File: src/rtl/frame_cfg_pkg.sv
// rtl/frame_cfg_pkg.sv - shared constants, types and helpers for the frame configuration sequencer
package frame_cfg_pkg;

  localparam int NUM_CH       = 3;
  localparam int LOAD_IMM_BIT = 7;

  localparam logic [15:0] DEF_MAX_WIDTH = 16'd1920;

  // Commit sequencer states, kept as plain constants for legacy tooling
  localparam logic [2:0] ST_IDLE    = 3'd0;
  localparam logic [2:0] ST_ARMED   = 3'd1;
  localparam logic [2:0] ST_LD_MODE = 3'd2;
  localparam logic [2:0] ST_LD_CH0  = 3'd3;
  localparam logic [2:0] ST_LD_CH1  = 3'd4;
  localparam logic [2:0] ST_LD_CH2  = 3'd5;
  localparam logic [2:0] ST_DONE    = 3'd6;

  // One channel's worth of crop/scale configuration
  typedef struct packed {
    logic [7:0]  hsync;
    logic [15:0] vsync;
    logic [15:0] width;
  } ch_cfg_t;

  // A zero width would stall the scaler and anything above the line buffer overflows it
  function automatic logic width_ok(input logic [15:0] w, input logic [15:0] max_w);
    return (w != 16'd0) && (w <= max_w);
  endfunction

endpackage

File: src/rtl/cfg_ch_shadow.sv
// rtl/cfg_ch_shadow.sv - active configuration register set for one scaler/crop channel
module cfg_ch_shadow
  import frame_cfg_pkg::*;
#(
  parameter logic [15:0] MAX_WIDTH = DEF_MAX_WIDTH
) (
  input  logic    clock,
  input  logic    reset_n,
  input  logic    load_i,
  input  logic    clr_err_i,
  input  ch_cfg_t stage_i,
  output ch_cfg_t act_o,
  output logic    pulse_o,
  output logic    err_o
);

  ch_cfg_t act_d, act_q;
  logic    pulse_d, pulse_q;
  logic    err_d, err_q;

  // Accept the staged set only when its width is legal; otherwise flag it and keep the old set
  always_comb begin
    act_d   = act_q;
    pulse_d = 1'b0;
    err_d   = err_q;
    if (clr_err_i) begin
      err_d = 1'b0;
    end
    if (load_i) begin
      if (width_ok(stage_i.width, MAX_WIDTH)) begin
        act_d   = stage_i;
        pulse_d = 1'b1;
      end else begin
        err_d = 1'b1;
      end
    end
  end

  // Active set, load pulse and error flag registers
  always_ff @(posedge clock or negedge reset_n) begin
    if (!reset_n) begin
      act_q   <= '0;
      pulse_q <= 1'b0;
      err_q   <= 1'b0;
    end else begin
      act_q   <= act_d;
      pulse_q <= pulse_d;
      err_q   <= err_d;
    end
  end

  assign act_o   = act_q;
  assign pulse_o = pulse_q;
  assign err_o   = err_q;

endmodule

File: src/rtl/frame_cfg_sequencer.sv
// rtl/frame_cfg_sequencer.sv - frame-synchronous atomic commit of staged SPI0 channel configuration
module frame_cfg_sequencer
  import frame_cfg_pkg::*;
#(
  parameter logic        VS_POL    = 1'b1,
  parameter logic [15:0] MAX_WIDTH = DEF_MAX_WIDTH
) (
  input  logic        clock,
  input  logic        reset_n,
  input  logic        vsync_i,
  input  logic [7:0]  img_mode_i,
  input  logic [7:0]  base_hsync_ch0_i,
  input  logic [7:0]  base_hsync_ch1_i,
  input  logic [7:0]  base_hsync_ch2_i,
  input  logic [15:0] base_vsync_ch0_i,
  input  logic [15:0] base_vsync_ch1_i,
  input  logic [15:0] base_vsync_ch2_i,
  input  logic [15:0] width_ch0_i,
  input  logic [15:0] width_ch1_i,
  input  logic [15:0] width_ch2_i,
  input  logic [7:0]  chx_load_en_i,
  output logic [7:0]  act_img_mode_o,
  output logic [7:0]  act_base_hsync_ch0_o,
  output logic [7:0]  act_base_hsync_ch1_o,
  output logic [7:0]  act_base_hsync_ch2_o,
  output logic [15:0] act_base_vsync_ch0_o,
  output logic [15:0] act_base_vsync_ch1_o,
  output logic [15:0] act_base_vsync_ch2_o,
  output logic [15:0] act_width_ch0_o,
  output logic [15:0] act_width_ch1_o,
  output logic [15:0] act_width_ch2_o,
  output logic [2:0]  ch_load_pulse_o,
  output logic        commit_done_o,
  output logic        pending_o,
  output logic        busy_o,
  output logic [2:0]  err_width_o,
  output logic [7:0]  commit_cnt_o
);

  logic        vs_d0_d, vs_d0_q;
  logic        vs_d1_d, vs_d1_q;
  logic [2:0]  ld_prev_d, ld_prev_q;
  logic [2:0]  state_d, state_q;
  logic [2:0]  req_mask_d, req_mask_q;
  logic        imm_d, imm_q;
  logic        pend_next_d, pend_next_q;
  logic [2:0]  next_mask_d, next_mask_q;
  logic        next_imm_d, next_imm_q;
  logic [7:0]  mode_d, mode_q;
  logic [7:0]  cnt_d, cnt_q;

  logic        vs_norm;
  logic        vs_rise;
  logic [2:0]  ld_mask;
  logic        arm;
  logic        imm;
  logic        in_commit;
  logic        clr_err;
  logic [NUM_CH-1:0] ld_strobe;
  logic [NUM_CH-1:0] ch_pulse;
  logic [NUM_CH-1:0] ch_err;
  logic        ld_unused;

  ch_cfg_t stage_cfg [NUM_CH];
  ch_cfg_t act_cfg   [NUM_CH];

  assign vs_norm   = (vsync_i == VS_POL);
  assign vs_rise   = vs_d0_q & ~vs_d1_q;
  assign ld_mask   = chx_load_en_i[2:0];
  assign arm       = (ld_mask != ld_prev_q) && (ld_mask != 3'b000);
  assign imm       = chx_load_en_i[LOAD_IMM_BIT];
  assign ld_unused = ^chx_load_en_i[6:3];

  // LD_MODE through LD_CH2: an arm here is deferred to the next commit
  assign in_commit = (state_q == ST_LD_MODE) || (state_q == ST_LD_CH0) ||
                     (state_q == ST_LD_CH1)  || (state_q == ST_LD_CH2);
  assign clr_err   = (state_q == ST_LD_MODE);

  // Sync history, arm bookkeeping and the commit sequence
  always_comb begin
    vs_d0_d     = vs_norm;
    vs_d1_d     = vs_d0_q;
    ld_prev_d   = ld_mask;
    state_d     = state_q;
    req_mask_d  = req_mask_q;
    imm_d       = imm_q;
    pend_next_d = pend_next_q;
    next_mask_d = next_mask_q;
    next_imm_d  = next_imm_q;
    mode_d      = mode_q;
    cnt_d       = cnt_q;

    if (arm && in_commit) begin
      pend_next_d = 1'b1;
      next_mask_d = next_mask_q | ld_mask;
      next_imm_d  = next_imm_q | imm;
    end

    case (state_q)
      ST_IDLE: begin
        if (arm) begin
          req_mask_d = ld_mask;
          imm_d      = imm;
          state_d    = ST_ARMED;
        end
      end
      ST_ARMED: begin
        if (arm) begin
          req_mask_d = req_mask_q | ld_mask;
          imm_d      = imm_q | imm;
        end
        if (vs_rise || imm_q) begin
          state_d = ST_LD_MODE;
        end
      end
      ST_LD_MODE: begin
        mode_d  = img_mode_i;
        state_d = ST_LD_CH0;
      end
      ST_LD_CH0: state_d = ST_LD_CH1;
      ST_LD_CH1: state_d = ST_LD_CH2;
      ST_LD_CH2: state_d = ST_DONE;
      ST_DONE: begin
        cnt_d       = cnt_q + 8'd1;
        req_mask_d  = 3'b000;
        imm_d       = 1'b0;
        pend_next_d = 1'b0;
        next_mask_d = 3'b000;
        next_imm_d  = 1'b0;
        // An arm landing in DONE itself still belongs to the next commit
        if (pend_next_q || arm) begin
          req_mask_d = next_mask_q | (arm ? ld_mask : 3'b000);
          imm_d      = next_imm_q | (arm & imm);
          state_d    = ST_ARMED;
        end else begin
          state_d = ST_IDLE;
        end
      end
      default: state_d = ST_IDLE;
    endcase
  end

  // Sequencer registers; reset drops any commit in flight
  always_ff @(posedge clock or negedge reset_n) begin
    if (!reset_n) begin
      vs_d0_q     <= 1'b0;
      vs_d1_q     <= 1'b0;
      ld_prev_q   <= 3'b000;
      state_q     <= ST_IDLE;
      req_mask_q  <= 3'b000;
      imm_q       <= 1'b0;
      pend_next_q <= 1'b0;
      next_mask_q <= 3'b000;
      next_imm_q  <= 1'b0;
      mode_q      <= 8'd0;
      cnt_q       <= 8'd0;
    end else begin
      vs_d0_q     <= vs_d0_d;
      vs_d1_q     <= vs_d1_d;
      ld_prev_q   <= ld_prev_d;
      state_q     <= state_d;
      req_mask_q  <= req_mask_d;
      imm_q       <= imm_d;
      pend_next_q <= pend_next_d;
      next_mask_q <= next_mask_d;
      next_imm_q  <= next_imm_d;
      mode_q      <= mode_d;
      cnt_q       <= cnt_d;
    end
  end

  // Each channel gets its strobe only in its own LD_CH slot and only if requested
  always_comb begin
    ld_strobe = '0;
    case (state_q)
      ST_LD_CH0: ld_strobe[0] = req_mask_q[0];
      ST_LD_CH1: ld_strobe[1] = req_mask_q[1];
      ST_LD_CH2: ld_strobe[2] = req_mask_q[2];
      default:   ld_strobe = '0;
    endcase
  end

  assign stage_cfg[0] = {base_hsync_ch0_i, base_vsync_ch0_i, width_ch0_i};
  assign stage_cfg[1] = {base_hsync_ch1_i, base_vsync_ch1_i, width_ch1_i};
  assign stage_cfg[2] = {base_hsync_ch2_i, base_vsync_ch2_i, width_ch2_i};

  for (genvar n = 0; n < NUM_CH; n++) begin : g_ch
    cfg_ch_shadow #(
      .MAX_WIDTH(MAX_WIDTH)
    ) u_shadow (
      .clock     (clock),
      .reset_n   (reset_n),
      .load_i    (ld_strobe[n]),
      .clr_err_i (clr_err),
      .stage_i   (stage_cfg[n]),
      .act_o     (act_cfg[n]),
      .pulse_o   (ch_pulse[n]),
      .err_o     (ch_err[n])
    );
  end

  assign act_img_mode_o       = mode_q;
  assign act_base_hsync_ch0_o = act_cfg[0].hsync;
  assign act_base_hsync_ch1_o = act_cfg[1].hsync;
  assign act_base_hsync_ch2_o = act_cfg[2].hsync;
  assign act_base_vsync_ch0_o = act_cfg[0].vsync;
  assign act_base_vsync_ch1_o = act_cfg[1].vsync;
  assign act_base_vsync_ch2_o = act_cfg[2].vsync;
  assign act_width_ch0_o      = act_cfg[0].width;
  assign act_width_ch1_o      = act_cfg[1].width;
  assign act_width_ch2_o      = act_cfg[2].width;
  assign ch_load_pulse_o      = ch_pulse;
  assign err_width_o          = ch_err;
  assign commit_done_o        = (state_q == ST_DONE);
  assign pending_o            = (state_q == ST_ARMED);
  assign busy_o               = in_commit || (state_q == ST_DONE);
  assign commit_cnt_o         = cnt_q;

endmodule

File: config.mk
export PLATFORM = sky130hd
export DESIGN_NAME = frame_cfg_sequencer
export DESIGN_NICKNAME = d
export VERILOG_FILES = /design/src/rtl/frame_cfg_pkg.sv /design/src/rtl/cfg_ch_shadow.sv /design/src/rtl/frame_cfg_sequencer.sv
export SDC_FILE = /design/constraint.sdc
export NUM_CORES = 1
export LEC_CHECK = 0
export ABC_CLOCK_PERIOD_IN_PS = 2000
export BUFFER_PORTS_ARGS = -buffer_cell sky130_fd_sc_hd__buf_2
export CAP_MARGIN = 20
export CELL_PAD_IN_SITES_DETAIL_PLACEMENT = 0
export CELL_PAD_IN_SITES_GLOBAL_PLACEMENT = 2
export CORE_MARGIN = 2
export CORE_UTILIZATION = 30
export DETAILED_ROUTE_END_ITERATION = 12
export GPL_TIMING_DRIVEN = 0
export MAX_ROUTING_LAYER = met4
export PLACE_DENSITY_LB_ADDON = 0.1
export SLEW_MARGIN = 20
export SYNTH_ARGS = -nofsm -noshare
export SYNTH_HDL_FRONTEND = slang
export SYNTH_SLANG_ARGS = --single-unit
export TNS_END_PERCENT = 5
File: constraint.sdc
create_clock -name clock -period 2 [get_ports clock]
set_input_delay 0.2 -clock clock [delete_from_list [all_inputs] [get_ports clock]]
set_output_delay 0.2 -clock clock [all_outputs]
set_load 0.02 [all_outputs]
# Word level (Yosys, flattened, before mapping)
# Index checks and enable logic that the tools add are counted.
[op_classes] n_addsub=1 order_cmp=3 n_eq_ne=10 muxes=37 bitwise_logic=9 n_reduce_logical=23
[ops] cell="less-or-equal comparator 16 x 11 -> 1 bit, second input constant" n=3
[ops] cell="nonzero test 16 bit" n=3
[ops] cell="two-way mux 1 bit" n=26
[ops] cell="two-way mux 3 bit" n=8
[ops] cell="case mux 3 bit (7 select lines)" n=1
[ops] cell="equality test 3 bit, second input constant" n=3
[ops] cell="bitwise OR 3 bit" n=3
[ops] cell="case mux 3 bit (3 select lines)" n=1
[ops] cell="adder 8 x 1 -> 8 bit, second input constant" n=1
[ops] cell="AND reduction 2 bit" n=4
[ops] cell="equality test 3 x 2 -> 1 bit, second input constant" n=2
[ops] cell="logical OR 1 bit" n=6
[ops] cell="nonzero test 3 bit" n=2
[ops] cell="logical AND 1 bit" n=5
[ops] cell="!= test 2 x 1 -> 1 bit, second input constant" n=2
[ops] cell="equality test 3 x 1 -> 1 bit, second input constant" n=1
[ops] cell="logical NOT 3 bit" n=1
[ops] cell="!= test 3 bit" n=1
[ops] cell="bitwise OR 1 bit" n=3
[ops] cell="case mux 1 bit (3 select lines)" n=1
[ops] cell="AND reduction 3 bit" n=1
[ops] cell="bitwise AND 1 bit" n=2
[ops] cell="!= test 2 bit, second input constant" n=1
[ops] cell="nonzero test 2 bit" n=1
[ops] cell="inverter 1 bit" n=1
[word_totals] register_bits=159 wordCells=109

# Depth between registers and ports, before layout
[depth] word_depth=7 depth_mapped=7

# Modules after synthesis
# Synthesis repeated with hierarchy kept, for this count alone.
[unflattened] hier_cells=420 hier_area_um2=6784.0
[modules_own_cells] module="cfg_ch_shadow" instances=3 cells_per_inst=99 area_each_um2=1762.9
[modules_own_cells] module="frame_cfg_sequencer" instances=1 cells_per_inst=123 area_each_um2=1495.2

# Worst setup path before layout
# No wires, ideal clock.
[synth_timing] path_type="input-to-reg" startpoint="in width_ch1_i[13]" endpoint="reg g_ch[1].u_shadow.act_q (netlist bit g_ch[1].u_shadow.act_o[0])" setup_time_ns=0.125 arrival_ns=1.720 required_ns=1.875 path_slack_ns=0.155 path_stages=6 n_path_buf=1 cell_sequence="or4_1 or4_4 inv_2 nand2_4 buf_6 mux2_4"
[synth_between] elab_chain_cells=3
[synth_rtl] element="start: declaration" line="frame_cfg_sequencer.sv:19" rtl="input logic [15:0] width_ch1_i,"
[synth_rtl] element="less-or-equal comparator 16 x 11 -> 1 bit or nonzero test 16 bit (tied branches)" line="frame_cfg_pkg.sv:27" rtl="return (w != 16'd0) && (w <= max_w);"
[synth_rtl] element="logical AND 1 bit (*)" line="frame_cfg_pkg.sv:27"
[synth_rtl] element="AND reduction 2 bit (no source line) (*)"
[synth_rtl] element="end signal: assignment" line="cfg_ch_shadow.sv:46" rtl="act_q <= act_d;"
[synth_rtl] element="end: declaration" line="cfg_ch_shadow.sv:17" rtl="ch_cfg_t act_d, act_q;"
# Every way passes the cells marked *; elsewhere a longest branch is shown, timed or not.
# A chain may end at the register's enable or synchronous reset.

# Final worst setup path
[layout_timing] startpoint="reg state_q[0]" endpoint="out commit_done_o"
[layout_between] elab_chain_cells=1
[layout_rtl] element="start: declaration" line="frame_cfg_sequencer.sv:43" rtl="logic [2:0] state_d, state_q;"
[layout_rtl] element="start signal: assignment" line="frame_cfg_sequencer.sv:161" rtl="state_q <= state_d;"
[layout_rtl] element="equality test 3 bit" line="frame_cfg_sequencer.sv:214" rtl="assign commit_done_o = (state_q == ST_DONE);"
[layout_rtl] element="end: declaration" line="frame_cfg_sequencer.sv:33" rtl="output logic commit_done_o,"
# No other way between the ends.

==> metrics.md <==
| Metric | Value |
|---|---|
| First-pass GRT wire length | 25,900 µm |
| CP bufs+invs | 4 |
| DRC | 0 |
| Setup CP Type | reg2out |
| Pleak | 5.29 nW |
| Gp weighted congestion | between 0.7 and 0.8 |
| Drt pass-1 iters | 4 |
| Synth cell types | 46 |
| CTS root buf | clkbuf_16 |
| CP Capture Type | output pin |
| Fin Clk Skew | 0.00590 ns |
| Reg area | 3980 µm² |
| Grt total ovfl | 0 |
| Share of the yosys chip area belonging to registers | 0.622 |
| RSZ-0062 raised after global routing | yes |
| Max Cap Violations | 0 |
| Flop pwr share | 0.407 |
| FMAX | 516 MHz |
| Comb power frac | 0.282 |
| Antenna viol nets, final | 0 |
| Largest buffer count on any clock path | 2 |
| Startpoint types | flip-flop |
| Vias | 4,794 |
| Area of the multi-input gates | 2280 µm² |
| Syn Inst Count | between 400 and 500 |
| Final Hold Vio Count | 0 |
| NumNets Final | about 950 |
| Placed Cells | about 1,000 |
| Setup violators final | 0 |
| Syn_area_per_cell | approximately 15 µm² |
| P_int | between 6 and 7 mW |
| Wire length per cell | 15.8 µm |
| Diodes inserted | 0 |
| Sw frac | 0.326 |
| Worst-margin pin slew | between 0.5 and 0.6 ns |
| Relative slew slack | 0.603 |
| Starting Density | 0.305 |
| Area added between synthesis and finish | 49.0% |
| Clk_lat worst skew | 0.42 ns |
| Register bit total from synthesis | 159 |
| Clock transition at path regs | 0.06 ns |
| # clock sinks | 159 |
| Setup TNS | 0 ns |
| Final HPWL DP | 12,700 µm |
| Switching power summed over all nets | 3.35 mW |
| Vert. Die Dim | about 150 µm |
| Post-Layout Cell Count | 1,101 |
| H-tree levels | 4 |
| Post-Route WL | between 15,000 and 20,000 µm |
| Largest net degree at the start of global routing | 93 |
| Critical-path top delay cell | dfrtp_1 |
| Predominant post-synthesis flop cell | dfrtp_1 |
| Crit Path Max Fanout | 10 |
| Synth warn | 0 |
| Vias/cell | 4.35 |
| Die area | 22,500 µm² |
| Vias in the first global route | 4,937 |
| CP required | 1.80 ns |
| Initial antenna violation count | 0 |
| Iter 0 DRT Violations | between 100 and 150 |
| Die Wd | 150 µm |
| Slew Limit Fails | 0 |
| CP startpoint | state_q[0] |
| Async set-reset flop share out of synthesis | 1.00 |
| Final Util | 0.455 |
| Layout cells sized above 1 | 0.559 |
| Status | completed |
| Period minus WS final | 1.94 ns |
| Cells along the critical path | clkbuf_2 > nand3b_1 > clkinv_2 > clkbuf_4 > buf_2 |
| CP max stage delay | approximately 0.35 ns |
| CTS Buf Count | 17 |
| Crit path max-delay family | buffers and inverters |
| Total GRT Usage | 0.154 |
| # IOs | around 280 |
| Row count | 53 |
| Fillers | 1,990 |
| Core area | 21,000 µm² |
| # port buffers | 279 |
| Hold Crit Class | in2reg |
| Maximum VDD drop | approximately 0.6 mV |
| Worst R2R Start | ld_prev_q[2] |
| Post-route setup slack | 0.0635 ns |
| Hold Startpoint | base_vsync_ch2_i[10] |
| Power share of the clock group | 0.312 |
| CP arrival | about 1.7 ns |
| CTS tree | built |
| Mapped Nets | 581 |
| Pre-CTS setup slack | -0.289 ns |
| Power Density | 1080 nW/µm² |
| Crit share post-route | 0.968 |
| Post-Syn Area | roughly 6400 µm² |
| Post-synth EDFFs | 0 |
==> placed cells by master, fill, tap and decap left out, drive strengths merged, types with 2 or more instances in the layout <==
| master | Yosys | layout |
|---|---|---|
| a21oi | 11 | 11 |
| a31oi | 2 | 2 |
| and2 | 17 | 17 |
| and3 | 6 | 6 |
| buf | 19 | 302 |
| clkbuf | 7 | 25 |
| clkinv | 1 | 5 |
| clkinvlp | 0 | 3 |
| dfrtp | 159 | 159 |
| dlygate4sd3 | 0 | 70 |
| inv | 6 | 11 |
| mux2 | 113 | 113 |
| nand2 | 14 | 14 |
| nand2b | 2 | 2 |
| nand3 | 6 | 6 |
| nand3b | 2 | 2 |
| nand4 | 6 | 6 |
| nor2 | 12 | 12 |
| nor2b | 3 | 3 |
| nor3 | 6 | 6 |
| nor4 | 9 | 9 |
| o21ai | 7 | 8 |
| o31ai | 4 | 4 |
| or4 | 4 | 4 |
| xnor2 | 11 | 11 |
==> cells by family after synthesis <==
kind of cell	share of synthesized area
and+or+nand+nor	0.0811
xor gates and xnor gates	0.0151
DFF	0.622
muxes	0.219
buffers and inverters	0.0291
adders and majority gates	0.00195
AOI/OAI and AO/OA	0.0323
==> power groups by stage <==
stage	clock, mW	combinational [mW]	sequential, mW
5_1_grt	3.47	3.14	4.26
2_1_floorplan	0	1.13	4.81
4_1_cts	3.32	2.93	4.18
3_3_place_gp	0	2.77	4.22
6_report	3.20	2.90	4.18
3_5_place_dp	0	2.80	4.24
==> sequential cells by signal (all words and copies together), names as in the netlist <==
| name | count |
|---|---|
| act_img_mode_o | 8 |
| vs_d1_q | 1 |
| ld_prev_q | 3 |
| g_ch.u_shadow.act_o | 120 |
| next_imm_q | 1 |
| pend_next_q | 1 |
| state_q | 3 |
| g_ch.u_shadow.pulse_o | 3 |
| imm_q | 1 |
| req_mask_q | 3 |
| commit_cnt_o | 8 |
| next_mask_q | 3 |
| vs_d0_q | 1 |
| g_ch.u_shadow.err_o | 3 |
==> layout make-up <==
| type | instances | area share |
|---|---|---|
| buffer | 25 | 0.0173 |
| multi-input combinational | 250 | 0.239 |
| clock inverter | 13 | 0.0137 |
| inverter | 7 | 0.00289 |
| clock buffer | 19 | 0.0475 |
| sequential | 159 | 0.417 |
| timing repair buffer | 353 | 0.226 |
| tap | 275 | 0.0361 |
==> worst paths after layout <==
check | cells after the start | to | slack (ns)
max | 5 | commit_done_o | 0.06
min | 2 | g_ch[2].u_shadow.act_o[26] | 0.02
max reg2reg | 6 | imm_q | 0.10
min reg2reg | 0 | vs_d1_q | 0.38
max in group asynchronous | 3 | req_mask_q[1] | 0.83
min in group asynchronous | 2 | g_ch[2].u_shadow.act_o[34] | 0.30
==> metrics by stage <==
step	power [mW]	area, µm²	hold slack, ns
3_3_place_gp	6.99	8140	0.311
5_1_grt	10.9	9530	0.00437
3_5_place_dp	7.04	8180	0.192
4_1_cts	10.4	9480	0.0000216
6_report	10.3	9530	0.0186
2_1_floorplan	5.94	6400	-0.0956
==> metal layers <==
metal / vias to the layer above / share of wire / track usage
met5: - / 0 / -
met4: 0 / 0.012 / 0.0481
met3: 13 / 0.060 / 0.0375
met2: 166 / 0.49 / 0.255
met1: 2312 / 0.43 / 0.186
li1: 2303 / - / -
==> timing repair <==
item	4_1_cts	5_1_grt
endpoints found under the hold margin	136	0
resized for setup	7	10
buffers inserted	1	2
pin swaps	0	1
endpoints found under the setup margin	17	45
cloned	0	1
hold buffers	70	0
==> cell usage after synthesis (3+ instances only) <==
cell type | number | area (µm²)
mux2_2 | 79 | 890
inv_1 | 5 | 18.8
nor3_1 | 5 | 25.0
o31ai_1 | 4 | 30.0
buf_4 | 6 | 45.0
and2_1 | 17 | 106
nor2_1 | 12 | 45.0
a21oi_1 | 11 | 55.1
o21ai_0 | 6 | 30.0
nor2b_1 | 3 | 18.8
xnor2_1 | 11 | 96.3
nand4_1 | 6 | 37.5
nand2_1 | 13 | 48.8
and3_1 | 6 | 37.5
nor4_1 | 9 | 56.3
buf_6 | 4 | 45.0
dfrtp_1 | 159 | 3980
nand3_1 | 6 | 30.0
clkbuf_1 | 7 | 26.3
mux2_4 | 34 | 510
or4_1 | 3 | 22.5
buf_2 | 8 | 40.0
==> worst reg2reg max path, cell delays in order, from the launching register on <==
cell,delay (ns)
dfrtp_1,0.46
and4_1,0.25
a2111oi_4,0.29
o21ai_2,0.17
nor3_2,0.21
o21bai_1,0.11
a211o_1,0.29
(Power assumes the default switching activity.)
